[config.mk]
export PLATFORM = sky130hd
export DESIGN_NAME = uart_tx
export DESIGN_NICKNAME = d
export VERILOG_FILES = /design/src/rtl/uart_tx_pkg.sv /design/src/rtl/uart_tx_fifo.sv /design/src/rtl/uart_tx.sv
export SDC_FILE = /design/constraint.sdc
export NUM_CORES = 1
export LEC_CHECK = 0
export CAP_MARGIN = 30
export CORE_AREA = 2 2 76 78
export CTS_BUF_LIST = sky130_fd_sc_hd__clkbuf_4 sky130_fd_sc_hd__clkbuf_8
export CTS_CLUSTER_DIAMETER = 30
export DETAILED_ROUTE_END_ITERATION = 10
export DIE_AREA = 0 0 78 80
export PLACE_DENSITY = 0.77
export SLEW_MARGIN = 20
export SYNTH_ARGS = -nofsm -noshare
export SYNTH_HDL_FRONTEND = slang
export SYNTH_HIERARCHICAL = 1
export SYNTH_SLANG_ARGS = --single-unit
[constraint.sdc]
create_clock -name sysclk -period 2.7 [get_ports sysclk]
set_input_delay 0.54 -clock sysclk [delete_from_list [all_inputs] [get_ports sysclk]]
set_output_delay 0.54 -clock sysclk [all_outputs]
set_load 0.02 [all_outputs]
[src/rtl/uart_tx_pkg.sv]
// rtl/uart_tx_pkg.sv - shared UART frame constants and FSM state encoding
package uart_tx_pkg;

    localparam int   DATA_WIDTH           = 8;
    localparam int   DEFAULT_CLKS_PER_BIT = 16;
    localparam logic START_BIT            = 1'b0;
    localparam logic STOP_BIT             = 1'b1;

    // Shared with the receive path so TX and RX debug decode states identically.
    typedef enum logic [1:0] {
        IDLE     = 2'd0,
        START_TX = 2'd1,
        DATA_TX  = 2'd2,
        STOP_TX  = 2'd3
    } uart_state_e;

endpackage

[src/rtl/uart_tx_fifo.sv]
// rtl/uart_tx_fifo.sv - single-clock byte FIFO with head-of-queue read data
module uart_tx_fifo #(
    parameter int DEPTH = 4,
    parameter int WIDTH = 8
) (
    input  logic             sysclk,
    input  logic             rst_n,
    input  logic             push,
    input  logic             pop,
    input  logic [WIDTH-1:0] wdata,
    output logic [WIDTH-1:0] rdata,
    output logic             full,
    output logic             empty
);

    localparam int AW = $clog2(DEPTH);
    localparam logic [AW:0] PTR_ONE = (AW + 1)'(1);

    logic [WIDTH-1:0] mem [DEPTH];
    logic [AW:0]      wr_ptr;
    logic [AW:0]      rd_ptr;

    // Extra pointer MSB separates the full case from the empty case.
    assign empty = (wr_ptr == rd_ptr);
    assign full  = (wr_ptr[AW] != rd_ptr[AW]) && (wr_ptr[AW-1:0] == rd_ptr[AW-1:0]);
    assign rdata = mem[rd_ptr[AW-1:0]];

    always_ff @(posedge sysclk or negedge rst_n) begin
        if (!rst_n) begin
            wr_ptr <= '0;
            rd_ptr <= '0;
        end else begin
            if (push && !full) begin
                wr_ptr <= wr_ptr + PTR_ONE;
            end
            if (pop && !empty) begin
                rd_ptr <= rd_ptr + PTR_ONE;
            end
        end
    end

    always_ff @(posedge sysclk) begin
        if (push && !full) begin
            mem[wr_ptr[AW-1:0]] <= wdata;
        end
    end

endmodule

[src/rtl/uart_tx.sv]
// rtl/uart_tx.sv - buffered 8N1 UART transmitter gated by transmit-mode enable
module uart_tx
    import uart_tx_pkg::*;
#(
    parameter int CLKS_PER_BIT = DEFAULT_CLKS_PER_BIT,
    parameter int FIFO_DEPTH   = 4
) (
    input  logic                  sysclk,
    input  logic                  rst_n,
    input  logic                  i_tx,
    input  logic                  i_tx_valid,
    input  logic [DATA_WIDTH-1:0] i_tx_byte,
    output logic                  o_tx_ready,
    output logic                  o_tx_serial,
    output logic                  o_tx_active,
    output logic                  o_tx_done
);

    localparam int CNT_W = (CLKS_PER_BIT > 2) ? $clog2(CLKS_PER_BIT) : 1;
    localparam int LVL_W = $clog2(FIFO_DEPTH) + 1;
    localparam logic [CNT_W-1:0] LAST_CLK = CNT_W'(CLKS_PER_BIT - 1);
    localparam logic [CNT_W-1:0] CNT_ONE  = CNT_W'(1);
    localparam logic [LVL_W-1:0] FULL_LVL = LVL_W'(FIFO_DEPTH);
    localparam logic [LVL_W-1:0] LVL_ONE  = LVL_W'(1);

    uart_state_e           state;
    logic [CNT_W-1:0]      clks_cnt;
    logic [2:0]            bit_idx;
    logic [DATA_WIDTH-1:0] shift;
    logic [LVL_W-1:0]      level;
    logic [LVL_W-1:0]      level_next;
    logic                  push;
    logic                  pop;
    logic                  last_clk;
    logic                  fifo_full;
    logic                  fifo_empty;
    logic [DATA_WIDTH-1:0] fifo_rdata;

    uart_tx_fifo #(
        .DEPTH (FIFO_DEPTH),
        .WIDTH (DATA_WIDTH)
    ) u_fifo (
        .sysclk (sysclk),
        .rst_n  (rst_n),
        .push   (push),
        .pop    (pop),
        .wdata  (i_tx_byte),
        .rdata  (fifo_rdata),
        .full   (fifo_full),
        .empty  (fifo_empty)
    );

    // Ready is registered from the post-edge fill level, so a pop never frees a slot in its own cycle.
    always_comb begin
        push       = i_tx_valid && o_tx_ready && !fifo_full;
        last_clk   = (clks_cnt == LAST_CLK);
        pop        = i_tx && !fifo_empty && ((state == IDLE) || ((state == STOP_TX) && last_clk));
        level_next = level;
        case ({push, pop})
            2'b10:   level_next = level + LVL_ONE;
            2'b01:   level_next = level - LVL_ONE;
            default: level_next = level;
        endcase
    end

    always_ff @(posedge sysclk or negedge rst_n) begin
        if (!rst_n) begin
            state       <= IDLE;
            clks_cnt    <= '0;
            bit_idx     <= '0;
            shift       <= '0;
            level       <= '0;
            o_tx_ready  <= 1'b1;
            o_tx_serial <= STOP_BIT;
            o_tx_active <= 1'b0;
            o_tx_done   <= 1'b0;
        end else begin
            level      <= level_next;
            o_tx_ready <= (level_next != FULL_LVL);

            // Line outputs follow the state one cycle later, giving the two-cycle accept-to-start latency.
            case (state)
                START_TX: o_tx_serial <= START_BIT;
                DATA_TX:  o_tx_serial <= shift[bit_idx];
                default:  o_tx_serial <= STOP_BIT;
            endcase
            o_tx_active <= (state != IDLE);
            o_tx_done   <= (state == STOP_TX) && last_clk;

            case (state)
                IDLE: begin
                    if (pop) begin
                        shift    <= fifo_rdata;
                        clks_cnt <= '0;
                        bit_idx  <= '0;
                        state    <= START_TX;
                    end
                end
                START_TX: begin
                    if (last_clk) begin
                        clks_cnt <= '0;
                        state    <= DATA_TX;
                    end else begin
                        clks_cnt <= clks_cnt + CNT_ONE;
                    end
                end
                DATA_TX: begin
                    if (last_clk) begin
                        clks_cnt <= '0;
                        bit_idx  <= bit_idx + 3'd1;
                        if (bit_idx == 3'd7) begin
                            state <= STOP_TX;
                        end
                    end else begin
                        clks_cnt <= clks_cnt + CNT_ONE;
                    end
                end
                STOP_TX: begin
                    if (last_clk) begin
                        clks_cnt <= '0;
                        if (pop) begin
                            shift   <= fifo_rdata;
                            bit_idx <= '0;
                            state   <= START_TX;
                        end else begin
                            state <= IDLE;
                        end
                    end else begin
                        clks_cnt <= clks_cnt + CNT_ONE;
                    end
                end
                default: state <= IDLE;
            endcase
        end
    end

endmodule

==> out/metrics.yaml <==
powerDensity_mw_per_mm2: 1130
seq_area_frac_synth: 0.576
fin_skew_ns: 0.00508
area_growth_pct: 16.1
status: "finished clean"
cpMostUsedCell: "xor2_1"
crit_fanout: 7
synth_top_cell_by_area: "edfxtp_1"
startpoint_type: "flop"
fmaxAchievable_ghz: 0.405
numCtsBuffers: 9
synth_area_leaders: "edfxtp_1 32%, dfrtp_1 24%, ha_1 6.3%, mux4_1 5.3%, mux2_4 4.5%"
setup.worst_path.class: "reg -> reg"
peakVddDrop_mv: 0.631
holdPathStages: 1
fillers: 397
wl_um: 4600
crit_path_end_kind: "flop"
crit_start: "u_fifo/wr_ptr[1]$_DFFE_PN0P_"
setup_violations: 0
r2r-start: "u_fifo/wr_ptr[1]$_DFFE_PN0P_"
num_antenna_cells: 0
place_hpwl_um: 3260
reg2regPathDepth: 11
worst_slew_pin_slew_ns: 0.535
worstPathCellList: "xnor2_2 > and3_1 > and2b_2 > o21a_4 > ha_1 > inv_1 > fa_1 > xor2_1 > nor2_1 > xor2_1 > nand2_1"
crit_path_top_delay_cell: "dfrtp_2"
io-pin-count: 16
fp.dieArea_sq_mm: 0.00624
min_from: "level[2]$_DFF_PN0_"
ys_types: 44
synthFlopType: "edfxtp_1"
critPathRequiredTime_ns: 2.96
drt-pass1-iter-count: 4
start_util: 0.550
vias: 1611
vias_per_cell: 5.33
synth_top_area_frac: 0.323
holdCritPathClass: "reg -> reg"
maxSlewHeadroom: 0.643
post-route-period-util: 0.914
grt_util_all_layers: 0.166
fin_nets: 253
slowest_delay_ns: 0.47
grt_pass1_vias: 1605
gp_congestion: 0.768
ys_ff_latch: 62
cts.sinks: 62
p_leak_nw: 1.41
tns_ns: 0
rsz0062_at_grt: "false"
drive_gt1_frac: 0.217
async_flop_share: 0.484
synth_enable_flop_cells: 32
fp.dieH_um: 80
cts_buffer_depth: 2
core_sq_mm: 0.00541
die_x_um: 78
clock_latency_ns: 0.33
antenna_found_initial: 0
fin_crit_ns: 2.47
grt_max_degree: 31
rows: 27
ant_nets: 0
finalHoldViolCount: 0
ys_top_cells_by_count: "32 x edfxtp_1, 28 x dfrtp_1, 15 x ha_1, 12 x inv_1, 10 x nor2_1"
cts_tree: "yes"
cts-htree-levels: 3
drtIter0Drc: 80
wl_per_cell_um: 15.2
fin_area_sq_mm: 0.00346
post_synth.cell_area_avg_sq_um: 15.1
yosys_warnings: 6
yosysMostFrequentCell: "edfxtp_1"
drt_drc_violations_left: 0
postCtsSetupBuffers: 0
grt_pass1_wl_um: 7780
synth_area_sq_mm: 0.00298
dp_cells: 286
critPathArrivalTime_ns: 2.73
slew_violations: 0
finalNonFillerCells: 302
grt_overflow: 0
drv_cap: 0
port_buffers: 15
finalPower_mw: 3.91
cts.clk_slew.worst_paths_ns: 0.07
syn_nets: 225
synth_cells: 197
place_area_sq_mm: 0.00322
cts_root_buf: "clkbuf_8"
## stage by stage
step                      hold slack, ns  setup WS (ns)   util
final                              0.479          0.231  0.639
after global routing               0.500         0.0629  0.639
after CTS                          0.475          0.124  0.638
after detailed placement           0.463         0.0316  0.596
after global placement             0.454          0.126  0.596
after floorplan                    0.244          0.154      -
## worst max-delay path, delay by kind of cell (launching register included)
family / cells / cell delay [ns]
and+or+nand+nor: 4 / 0.63
adders and majority gates: 2 / 0.56
xor gates and xnor gates: 3 / 0.53
DFF: 1 / 0.47
AOI/OAI and AO/OA: 1 / 0.16
buffers and inverters: 1 / 0.06
## registers in the layout, indices dropped and copies added, names as in the netlist
| name | cells |
|---|---|
| u_fifo/mem | 32 |
| shift | 8 |
| clks_cnt | 4 |
| bit_idx | 3 |
| level | 3 |
| u_fifo/rd_ptr | 3 |
| u_fifo/wr_ptr | 3 |
| state | 2 |
| o_tx_active | 1 |
| o_tx_done | 1 |
| o_tx_ready | 1 |
| o_tx_serial | 1 |
## area by class of cell
type	count	area, sq um	share of cell area
clock buffers	10	131	0.0380
clock inverters	6	93.8	0.0272
inverters	12	45.0	0.0130
multi-input cells	119	1180	0.343
flip-flops and latches	62	1720	0.496
well taps	72	90.1	0.0261
repair buffers	21	195	0.0565
## where the power goes
| part | switching (mW) | leakage [nW] | internal [mW] |
|---|---|---|---|
| clock | 0.373 | 0.111 | 0.538 |
| sequential | 0.188 | 0.657 | 1.32 |
| combinational | 0.734 | 0.647 | 0.762 |
## cells in the final DEF, fill, tap and decap left out, types with 5 or more instances in the layout
| cell | netlist | final |
|---|---|---|
| buf_4 | 0 | 6 |
| mux4_1 | 6 | 6 |
| nor2_1 | 10 | 10 |
| clkdlybuf4s50_1 | 0 | 15 |
| edfxtp_1 | 32 | 32 |
| mux2_4 | 9 | 9 |
| inv_1 | 12 | 12 |
| ha_1 | 15 | 15 |
| o21ai_0 | 7 | 7 |
| dfrtp_1 | 28 | 27 |
| clkbuf_8 | 0 | 9 |
| a21o_1 | 5 | 5 |
| nand2_1 | 7 | 7 |
## cell families after synthesis
kind of cell	after synthesis	share of synthesized area
fa+ha+maj	16	0.0698
buf+inv	16	0.0282
simple gates	40	0.0728
xor+xnor	10	0.0370
compound gates	30	0.0736
flops	62	0.576
mux	23	0.143
## routing by layer
metal / wire, um / global-route usage
met1: 2190 / 0.217
met2: 2220 / 0.263
met3: 100 / 0.0396
met4: 90 / 0.0789
met5: 0 / 0
## path summary, 6_finish.rpt
path,to,slack (ns)
min,level[2]$_DFF_PN0_,0.48
max,o_tx_ready$_DFF_PN1_,0.23
min reg2reg,level[2]$_DFF_PN0_,0.48
max reg2reg,o_tx_ready$_DFF_PN1_,0.23
min in group asynchronous,clks_cnt[2]$_DFFE_PN0P_,0.60
max in group asynchronous,o_tx_serial$_DFF_PN1_,1.79
## what timing repair did
action,in CTS,in global routing
hold buffers,0,0
setup endpoints to repair,0,2
resized for setup,0,2
endpoints found under the hold margin,0,0
No activity file was read; power rests on OpenSTA's default activity.
